`src/rtl/dma_pkg.sv`:
```
// Shared types and AXI constants for the DMA read master.
`timescale 1ns/1ps
package dma_pkg;

  // Read master sequencing states
  typedef enum logic [1:0] {
    ST_IDLE,
    ST_ADDR,
    ST_DATA,
    ST_DONE
  } state_e;

  localparam logic [1:0] BURST_INCR = 2'b01;
  localparam logic [1:0] RESP_OKAY  = 2'b00;
  localparam int         PAGE_BYTES = 4096;

  // ARSIZE encoding for a data bus of the given bit width (8..1024)
  function automatic logic [2:0] size_enc(input int width);
    logic [2:0] enc;
    enc = 3'd0;
    for (int i = 0; i < 8; i++) begin
      if ((8 << i) == width) enc = i[2:0];
    end
    return enc;
  endfunction

endpackage

```
`src/rtl/axi_dma_rd_master.sv`:
```
// AXI4 read-channel master: one INCR burst per request, beats streamed
// straight through to the input buffer, one done pulse per burst.
`timescale 1ns/1ps
module axi_dma_rd_master
  import dma_pkg::*;
#(
  parameter int AXI_WIDTH_AD = 32,
  parameter int AXI_WIDTH_DA = 32,
  parameter int AXI_WIDTH_ID = 4,
  parameter int AXI_ID       = 0
) (
  input  logic                    clk,
  input  logic                    rstn,
  input  logic                    i_ctrl_read,
  input  logic [AXI_WIDTH_AD-1:0] i_read_addr,
  input  logic [8:0]              i_num_trans,
  output logic                    o_read_done,
  output logic                    o_busy,
  output logic                    o_err,
  output logic [AXI_WIDTH_ID-1:0] M_ARID,
  output logic [AXI_WIDTH_AD-1:0] M_ARADDR,
  output logic [7:0]              M_ARLEN,
  output logic [2:0]              M_ARSIZE,
  output logic [1:0]              M_ARBURST,
  output logic                    M_ARVALID,
  input  logic                    M_ARREADY,
  input  logic [AXI_WIDTH_ID-1:0] M_RID,
  input  logic [AXI_WIDTH_DA-1:0] M_RDATA,
  input  logic [1:0]              M_RRESP,
  input  logic                    M_RLAST,
  input  logic                    M_RVALID,
  output logic                    M_RREADY,
  output logic [AXI_WIDTH_DA-1:0] o_data,
  output logic                    o_data_valid,
  input  logic                    i_data_ready
);

  localparam int                    BYTES_PER_BEAT = AXI_WIDTH_DA / 8;
  localparam logic [AXI_WIDTH_ID-1:0] ARID_C       = AXI_WIDTH_ID'(AXI_ID);

  state_e                  state_q;
  logic [AXI_WIDTH_AD-1:0] araddr_q;
  logic [7:0]              arlen_q;
  logic                    arvalid_q;
  logic [8:0]              beat_cnt_q;
  logic                    done_q;
  logic                    err_q;
  logic                    err_d;

  logic                    rd_active;
  logic                    beat_acc;
  logic                    last_beat;
  logic [31:0]             burst_end;
  logic                    page_cross;

  // Constant AR attributes
  assign M_ARID    = ARID_C;
  assign M_ARSIZE  = size_enc(AXI_WIDTH_DA);
  assign M_ARBURST = BURST_INCR;

  assign M_ARADDR    = araddr_q;
  assign M_ARLEN     = arlen_q;
  assign M_ARVALID   = arvalid_q;
  assign o_read_done = done_q;
  assign o_err       = err_q;
  assign o_busy      = (state_q != ST_IDLE);

  // R channel is a zero-latency pass-through while a burst is receiving
  assign rd_active    = (state_q == ST_DATA);
  assign M_RREADY     = rd_active & i_data_ready;
  assign o_data_valid = rd_active & M_RVALID;
  assign o_data       = M_RDATA;

  assign beat_acc  = M_RVALID & M_RREADY;
  assign last_beat = (beat_cnt_q == {1'b0, arlen_q});

  // End offset of the requested burst within its 4 KB page
  assign burst_end  = 32'(i_read_addr[11:0]) + 32'(i_num_trans) * 32'(BYTES_PER_BEAT);
  assign page_cross = (burst_end > 32'(PAGE_BYTES));

  // Sticky error: busy request, page crossing, bad response, RLAST misplacement or foreign RID
  always_comb begin
    err_d = err_q;
    if (i_ctrl_read && (state_q != ST_IDLE)) err_d = 1'b1;
    if (i_ctrl_read && (state_q == ST_IDLE) && page_cross) err_d = 1'b1;
    if (beat_acc && ((M_RRESP != RESP_OKAY) || (M_RLAST != last_beat) || (M_RID != ARID_C)))
      err_d = 1'b1;
  end

  // Burst sequencer with registered AR and done outputs
  always_ff @(posedge clk or negedge rstn) begin
    if (!rstn) begin
      state_q    <= ST_IDLE;
      araddr_q   <= '0;
      arlen_q    <= '0;
      arvalid_q  <= 1'b0;
      beat_cnt_q <= '0;
      done_q     <= 1'b0;
      err_q      <= 1'b0;
    end else begin
      done_q <= 1'b0;
      err_q  <= err_d;
      case (state_q)
        ST_IDLE: begin
          if (i_ctrl_read) begin
            if (i_num_trans != 9'd0) begin
              araddr_q   <= i_read_addr;
              arlen_q    <= 8'(i_num_trans - 9'd1);
              beat_cnt_q <= '0;
              arvalid_q  <= 1'b1;
              state_q    <= ST_ADDR;
            end else begin
              // Empty transfer completes without touching the bus
              done_q  <= 1'b1;
              state_q <= ST_DONE;
            end
          end
        end
        ST_ADDR: begin
          if (M_ARREADY) begin
            arvalid_q <= 1'b0;
            state_q   <= ST_DATA;
          end
        end
        ST_DATA: begin
          if (beat_acc) begin
            beat_cnt_q <= beat_cnt_q + 9'd1;
            // Completion follows the beat count, not RLAST
            if (last_beat) begin
              done_q  <= 1'b1;
              state_q <= ST_DONE;
            end
          end
        end
        ST_DONE: begin
          state_q <= ST_IDLE;
        end
        default: begin
          state_q <= ST_IDLE;
        end
      endcase
    end
  end

endmodule

```
`config.mk`:
```
export PLATFORM = sky130hd
export DESIGN_NAME = axi_dma_rd_master
export DESIGN_NICKNAME = d
export VERILOG_FILES = /design/src/rtl/dma_pkg.sv /design/src/rtl/axi_dma_rd_master.sv
export SDC_FILE = /design/constraint.sdc
export NUM_CORES = 1
export LEC_CHECK = 0
export BUFFER_PORTS_ARGS = -buffer_cell sky130_fd_sc_hd__buf_2
export CORE_ASPECT_RATIO = 0.8
export CORE_MARGIN = 3
export CORE_UTILIZATION = 43
export DETAILED_ROUTE_END_ITERATION = 7
export PLACE_DENSITY = 0.85
export SETUP_SLACK_MARGIN = 0.02
export SLEW_MARGIN = 40
export SYNTH_ARGS = -nofsm -noshare
export SYNTH_HDL_FRONTEND = slang
export SYNTH_SLANG_ARGS = --single-unit
```
`constraint.sdc`:
```
create_clock -name clk -period 2.07 [get_ports clk]
set_input_delay 0.1035 -clock clk [delete_from_list [all_inputs] [get_ports clk]]
set_output_delay 0.1035 -clock clk [all_outputs]
set_load 0.05 [all_outputs]
```
==> out/metrics.yaml, run 1 <==
outcome:
  status: "finished with violations"
  failed_checks: "setup timing"
placement:
  pre_cts_slack_ps: -863
  io_buffers: 99
  dp_hpwl_mm: 6.72
  place.gp.congestion: 0.879
hold_path:
  min_path_type: "primary input to register"
  hold_path_startpoint: "i_read_addr[8]"
  whs_endpoint: "M_ARADDR[8]"
  hold_depth: 3
route:
  routedWlPerCell_um: 14.3
  first_pass_iters: 4
  vias: 3101
  drt-total-wl_mm: 8.98
  drt_first_iter_violations: 72
  vias_per_cell: 4.95
  ant_nets: 0
  drc: 0
global_routing:
  grt_pass1_wl_mm: 14.6
  grt_usage_pct: 20.1
  grt_pass1_vias: 3044
  grt-ovfl-total: 0
  grt_max_degree: 37
  antenna_found_initial: 0
synth:
  yosysSeqAreaShare_pct: 40.5
  synth-edff-count: 0
  netlist_instances: 391
  synthMuxAreaShare_pct: 0.300
  yosys.area.top_type: "dfrtp_1"
  synthSimpleGateAreaFrac_pct: 21.1
  synth_cell_type_count: 58
  synth_fa_ha_area_share_pct: 5.85
  synth.top_cell.area_share_pct: 40.5
  ys_warn_count: 0
  ys_ff_latch: 54
  synth.cell_area_sq_um: 3330
  synth-main-ff-cell: "dfrtp_1"
  syn_avg_cell_area_sq_um: 8.53
  synth-async-reset-ratio_pct: 100
  synth_xor_area_share_pct: 4.77
  synth_area_leaders: "dfrtp_1 41%, nand2_1 13%, buf_4 9.2%, ha_1 5.3%, xnor2_1 3.2%"
  synth_top_family_by_area: "simple AND/OR/NAND/NOR gates"
  synth_compound_area_share_pct: 14.0
sta:
  final_max_slew_viol_count: 0
  finalWorstPathRequiredPeriod_ps: 2490
  setup_slack_ps: -421
  final-hold-violation-count: 0
  fin_crit_sh_pct: 120
  whs_ps: 15.3
  clock_skew_ps: 7.94
  rsz0062_at_grt: "true"
  max_freq_mhz: 401
  setup_violations: 1
setup_path:
  slowest_stage: "or4_4"
  crit_chain: "buf_8, ha_4, inv_2, fa_1, or4b_1, a2111o_1, a221o_1, or4_4, a2111oi_4, o221ai_1"
  slowest_delay_ps: 500
  cp_max_fo: 2
  worstReg2RegStart: "state_q[0]"
  r2r_slack_ps: 180
  worstReg2RegEnd: "beat_cnt_q[5]"
  end_kind: "register"
  cp-start-kind: "primary input"
  crit_required_ps: 2250
  ff2ff_path_depth: 6
  critical_path_arrival_ps: 2670
  crit_type: "primary input to register"
clock_tree:
  clock_sinks: 54
  cts_buffers: 5
  clk_latency_ps: 310
  tritoncts: "done"
  htree_levels: 2
  clock-root-buffer: "clkbuf_8"
  cts_buffer_depth: 2
  postCtsSetupRepairBufs: 0
  path_clk_slew_ps: 100
power:
  p_leak_uw: 0.00227
  ir_worst_vdd_uv: 928
  powerDensity_nw_per_um2: 1330
finish:
  layout.nets: 622
  multi_input_area_sq_um: 1620
  area_growth_pct: 32.6
  final_util_pct: 59.3
  seqCellArea_sq_um: 1350
  fillCellCount: 677
  drive_gt1_share_pct: 32.2
  insertedDiodeCount: 0
die:
  start_util_pct: 44.7
  io_pins: 173
  die-area_sq_um: 8850
  die_h_um: 84.8
  die_w_um: 104
  coreArea_sq_um: 7460
  placementRows: 28
job:
  drv_cap: 0
[cells by family (layout without fill, tap and decap cells)]
group / count (synthesis) / count (layout)
XOR/XNOR: 16 / 16
buffers and inverters: 70 / 194
AND/OR/NAND/NOR: 165 / 165
adder cells (fa/ha/maj): 15 / 15
flip-flops: 54 / 54
other: 2 / 9
AO/OA/AOI/OAI: 68 / 68
multiplexers: 1 / 1
[layer usage]
metal	wire length, um	GRT usage, %	up-vias
li1	-	-	1531
met1	4030	26.2	1463
met2	4400	35.4	95
met3	515	3.77	12
met4	37	3.26	0
met5	0	0	-
[layout by cell type, fill, tap and decap left out, types with 2 or more instances in the layout]
| master | n |
|---|---|
| nand2_1 | 113 |
| buf_2 | 97 |
| dfrtp_1 | 54 |
| buf_4 | 45 |
| dlygate4sd3_1 | 26 |
| o21ai_1 | 18 |
| nor2_1 | 15 |
| ha_1 | 13 |
| inv_1 | 12 |
| xnor2_1 | 12 |
| nand3_1 | 10 |
| conb_1 | 9 |
| a21oi_1 | 7 |
| o31ai_1 | 6 |
| o21ai_0 | 5 |
| clkbuf_8 | 5 |
| nor3_1 | 4 |
| a31oi_1 | 4 |
| xor2_1 | 3 |
| o211ai_1 | 3 |
| nand4_1 | 2 |
| and2_1 | 2 |
| nor2b_1 | 2 |
| nor4_1 | 2 |
| a22o_1 | 2 |
| or3_1 | 2 |
| o21a_1 | 2 |
| a21o_2 | 2 |
| a211oi_1 | 2 |
| o22ai_1 | 2 |
| buf_8 | 2 |
| buf_12 | 2 |
[state kept, by name, indices dropped and copies added, names as in the netlist]
register and cells:
M_ARADDR 32, M_ARLEN 8, M_ARVALID 1, beat_cnt_q 9, o_err 1, o_read_done 1
state_q 2
[synth_stat cells (3+ instances only)]
master	instances
o21ai_1	18
dfrtp_1	54
nand3_1	11
buf_4	41
nor2b_1	3
a21oi_1	7
clkbuf_1	12
and2_1	3
xor2_1	3
ha_1	14
xnor2_1	12
o211ai_1	3
nand2_1	113
nor2_1	15
nor3_1	4
a31oi_1	4
o31ai_1	6
inv_1	13
o21ai_0	5
nor4_1	3
[power breakdown]
group,switching (uW),total (uW),leakage [uW],internal (uW)
Combinational,2440,3410,0.00153,962
Sequential,262,1730,0.000677,1460
Clock,367,735,0.0000587,367
[cell type report]
cell class                 count  area share (%)
timing repair buffer         172            26.1
inverter                      14            1.19
tap                          105            2.97
clock buffer                   5            1.56
sequential                    54            30.6
multi-input combinational    274            36.6
clock inverter                 3            1.07
[metrics by stage]
stage	total power (uW)	cell area [sq um]	std cells	TNS, ps
floorplan	4330	3370	398	-543
global placement	5010	4000	593	-806
detailed placement	5090	4000	593	-863
CTS	5880	4410	627	-440
global route	6220	4420	627	-500
finish	5870	4420	627	-421
[worst max-delay path, delay by kind of cell]
family	cells	cell delay [ps]
fa+ha+maj	2	610
simple gates	2	930
buf+inv	2	110
compound gates	4	900
[worst max-delay path by stage]
| stage | depth (start not counted) | endpoint | slack, ps | from |
|---|---|---|---|---|
| global route | 10 | o_err | -500 | i_read_addr[2] |
| finish | 10 | o_err | -420 | i_read_addr[2] |
| detailed placement | 10 | o_err | -860 | i_read_addr[2] |
| global placement | 10 | o_err | -810 | i_read_addr[2] |
| floorplan | 9 | o_err | -540 | i_read_addr[2] |
| CTS | 10 | o_err | -440 | i_read_addr[2] |
[what timing repair did]
item                       CTS  global route
hold buffers                26             0
hold endpoints to repair    79             0
gates cloned                 0             0
setup endpoints to repair    1             3
pin swaps                    0             2
resized for setup            8             2
No activity file was read; power rests on OpenSTA's default activity.
==> run 2, diff against run 1 <==
--- a/config.mk
+++ b/config.mk
@@ -8,10 +8,11 @@
 export BUFFER_PORTS_ARGS = -buffer_cell sky130_fd_sc_hd__buf_2
 export CORE_ASPECT_RATIO = 0.8
 export CORE_MARGIN = 3
-export CORE_UTILIZATION = 43
+export CORE_UTILIZATION = 30
 export DETAILED_ROUTE_END_ITERATION = 7
-export PLACE_DENSITY = 0.85
+export PLACE_DENSITY = 0.65
 export SETUP_SLACK_MARGIN = 0.02
+export SKIP_LAST_GASP = 1
 export SLEW_MARGIN = 40
 export SYNTH_ARGS = -nofsm -noshare
 export SYNTH_HDL_FRONTEND = slang
==> out/metrics.yaml, run 2 (synthesis gave the netlist of run 1 again) <==
outcome:
  status: "finished with violations"
  failed_checks: "setup timing"
route:
  drc: 0
  vias_per_cell: 4.61
  drt-total-wl_mm: 8.68
  vias: 2933
  drt_first_iter_violations: 142
  first_pass_iters: 4
  routedWlPerCell_um: 13.6
  ant_nets: 0
finish:
  insertedDiodeCount: 0
  largest_register_ff_count: 32
  mostFrequentLayoutCells: "113 x nand2_1, 99 x buf_2, 54 x dfrtp_1"
  design_area_sq_um: 4230
  area_growth_pct: 26.7
  final_common_cell: "nand2_1"
  seqCellArea_sq_um: 1350
  layout.nets: 596
  multi_input_area_sq_um: 1610
  fillCellCount: 1103
  drive_gt1_share_pct: 33.1
power:
  powerDensity_nw_per_um2: 1420
  switching_power_uw: 3050
  p_sw_share_pct: 50.8
  power_uw: 6020
  p_int_uw: 2960
  ir_worst_vdd_uv: 601
  clkPwrFrac_pct: 15.5
  p_leak_uw: 0.00217
  comb_power_share_pct: 55.6
  seq_power_share_pct: 28.9
setup_path:
  crit_type: "primary input to register"
  ff2ff_path_depth: 7
  crit_chain: "buf_2, ha_4, inv_2, fa_1, or4b_1, a2111o_1, a221o_1, or4_4, a2111oi_4, o221ai_1"
  worstReg2RegStart: "beat_cnt_q[3]"
  cp_max_fo: 2
  critical_path_arrival_ps: 2710
  r2r_slack_ps: -20
  worstReg2RegEnd: "state_q[1]"
  slowest_delay_ps: 490
  end_kind: "register"
  slowest_stage: "or4_4"
  crit_end: "o_err"
  cp-start-kind: "primary input"
  crit_required_ps: 2230
  cp-startpoint: "i_read_addr[2]"
placement:
  place_area_sq_um: 4030
  io_buffers: 99
  place.gp.congestion: 0.830
  dp_hpwl_mm: 7.03
global_routing:
  antenna_found_initial: 0
  grt_pass1_vias: 2877
  grt_usage_pct: 14.4
  grt_pass1_wl_mm: 14.2
  grt_max_degree: 38
  grt-ovfl-total: 0
sta:
  finalWorstPathRequiredPeriod_ps: 2550
  tns_ps: -508
  setup_slack_ps: -484
  max_freq_mhz: 392
  slew_headroom_pct: 50.5
  clock_skew_ps: 7.41
  fin_crit_sh_pct: 123
  final-hold-violation-count: 0
  final_max_slew_viol_count: 0
  tightest_slew_ps: 742
  setup_violations: 3
  rsz0062_at_grt: "true"
job:
  drv_cap: 0
clock_tree:
  path_clk_slew_ps: 70
  tritoncts: "done"
  htree_levels: 2
  clock_sinks: 54
  cts_buffer_depth: 2
  cts_buffers: 5
  clock-root-buffer: "clkbuf_16"
  postCtsSetupRepairBufs: 0
  clk_latency_ps: 290
hold_path:
  min_path_type: "primary input to register"
die:
  start_util_pct: 31.7
  placementRows: 33
  io_pins: 173
  coreArea_sq_um: 10500
  die_w_um: 124
  die_h_um: 100
  die-area_sq_um: 12400
## run 2: cell count changes in the layout (fill, tap and decap cells not counted), moves of 2 or more
cell	delta
buf_2	+2
buf_8	-2
clkbuf_1	+2
clkbuf_16	+5
clkbuf_8	-5
dlygate4sd3_1	-25
## run 2: critical path: cells and delay by family
kind | cells | cell delay (ps)
AOI/OAI and AO/OA | 4 | 920
buffers and inverters | 2 | 150
and+or+nand+nor | 2 | 920
adders and majority gates | 2 | 600
## run 2: power groups by stage
stage          logic [uW]  registers [uW]  clock network [uW]
6_report             3350            1740                 930
5_1_grt              3610            1790                1010
4_1_cts              3380            1740                 961
3_5_place_dp         3370            1750                   0
3_3_place_gp         3320            1740                   0
2_1_floorplan        1290            3050                   0
## run 2: layer usage
layer	share of wire, %	vias up	track usage (%)
met5	0	-	0
met4	0.78	0	3.15
met3	6.5	9	3.27
met2	44	100	21.8
met1	49	1349	20.9
li1	-	1475	-
## run 2: metrics by stage
stage | setup WS [ps] | hold WS [ps] | util (%) | instances
2_1_floorplan | -543 | -192 | - | 398
6_report | -484 | 9.89 | 40.1 | 636
4_1_cts | -490 | 3.46 | 40.1 | 636
3_3_place_gp | -797 | 207 | 38.3 | 627
3_5_place_dp | -883 | 207 | 38.3 | 627
5_1_grt | -588 | 11.9 | 40.1 | 636
## run 2: worst min path at each step
stage	start	to	slack (ps)	cells past startpoint
after floorplan	rstn	M_ARADDR[0]	-190	0
after global placement	rstn	o_read_done	210	1
after detailed placement	rstn	o_read_done	210	1
after CTS	i_read_addr[16]	M_ARADDR[16]	3	3
after global routing	i_read_addr[12]	M_ARADDR[12]	10	3
final	i_read_addr[24]	M_ARADDR[24]	10	3
## run 2: repair_timing
| item | in CTS | in global routing |
|---|---|---|
| pin swaps | 1 | 0 |
| setup endpoints to repair | 3 | 6 |
| endpoints found under the hold margin | 29 | 0 |
| gates resized for setup | 2 | 1 |
| hold buffers | 1 | 0 |
## run 2: area by class of cell
class	instances	area share (%)
Multi-Input combinational cell	274	38.1
Inverter	14	1.24
Clock buffer	7	3.14
Tap cell	140	4.15
Clock inverter	1	0.711
Sequential cell	54	32.0
Timing Repair Buffer	146	20.7
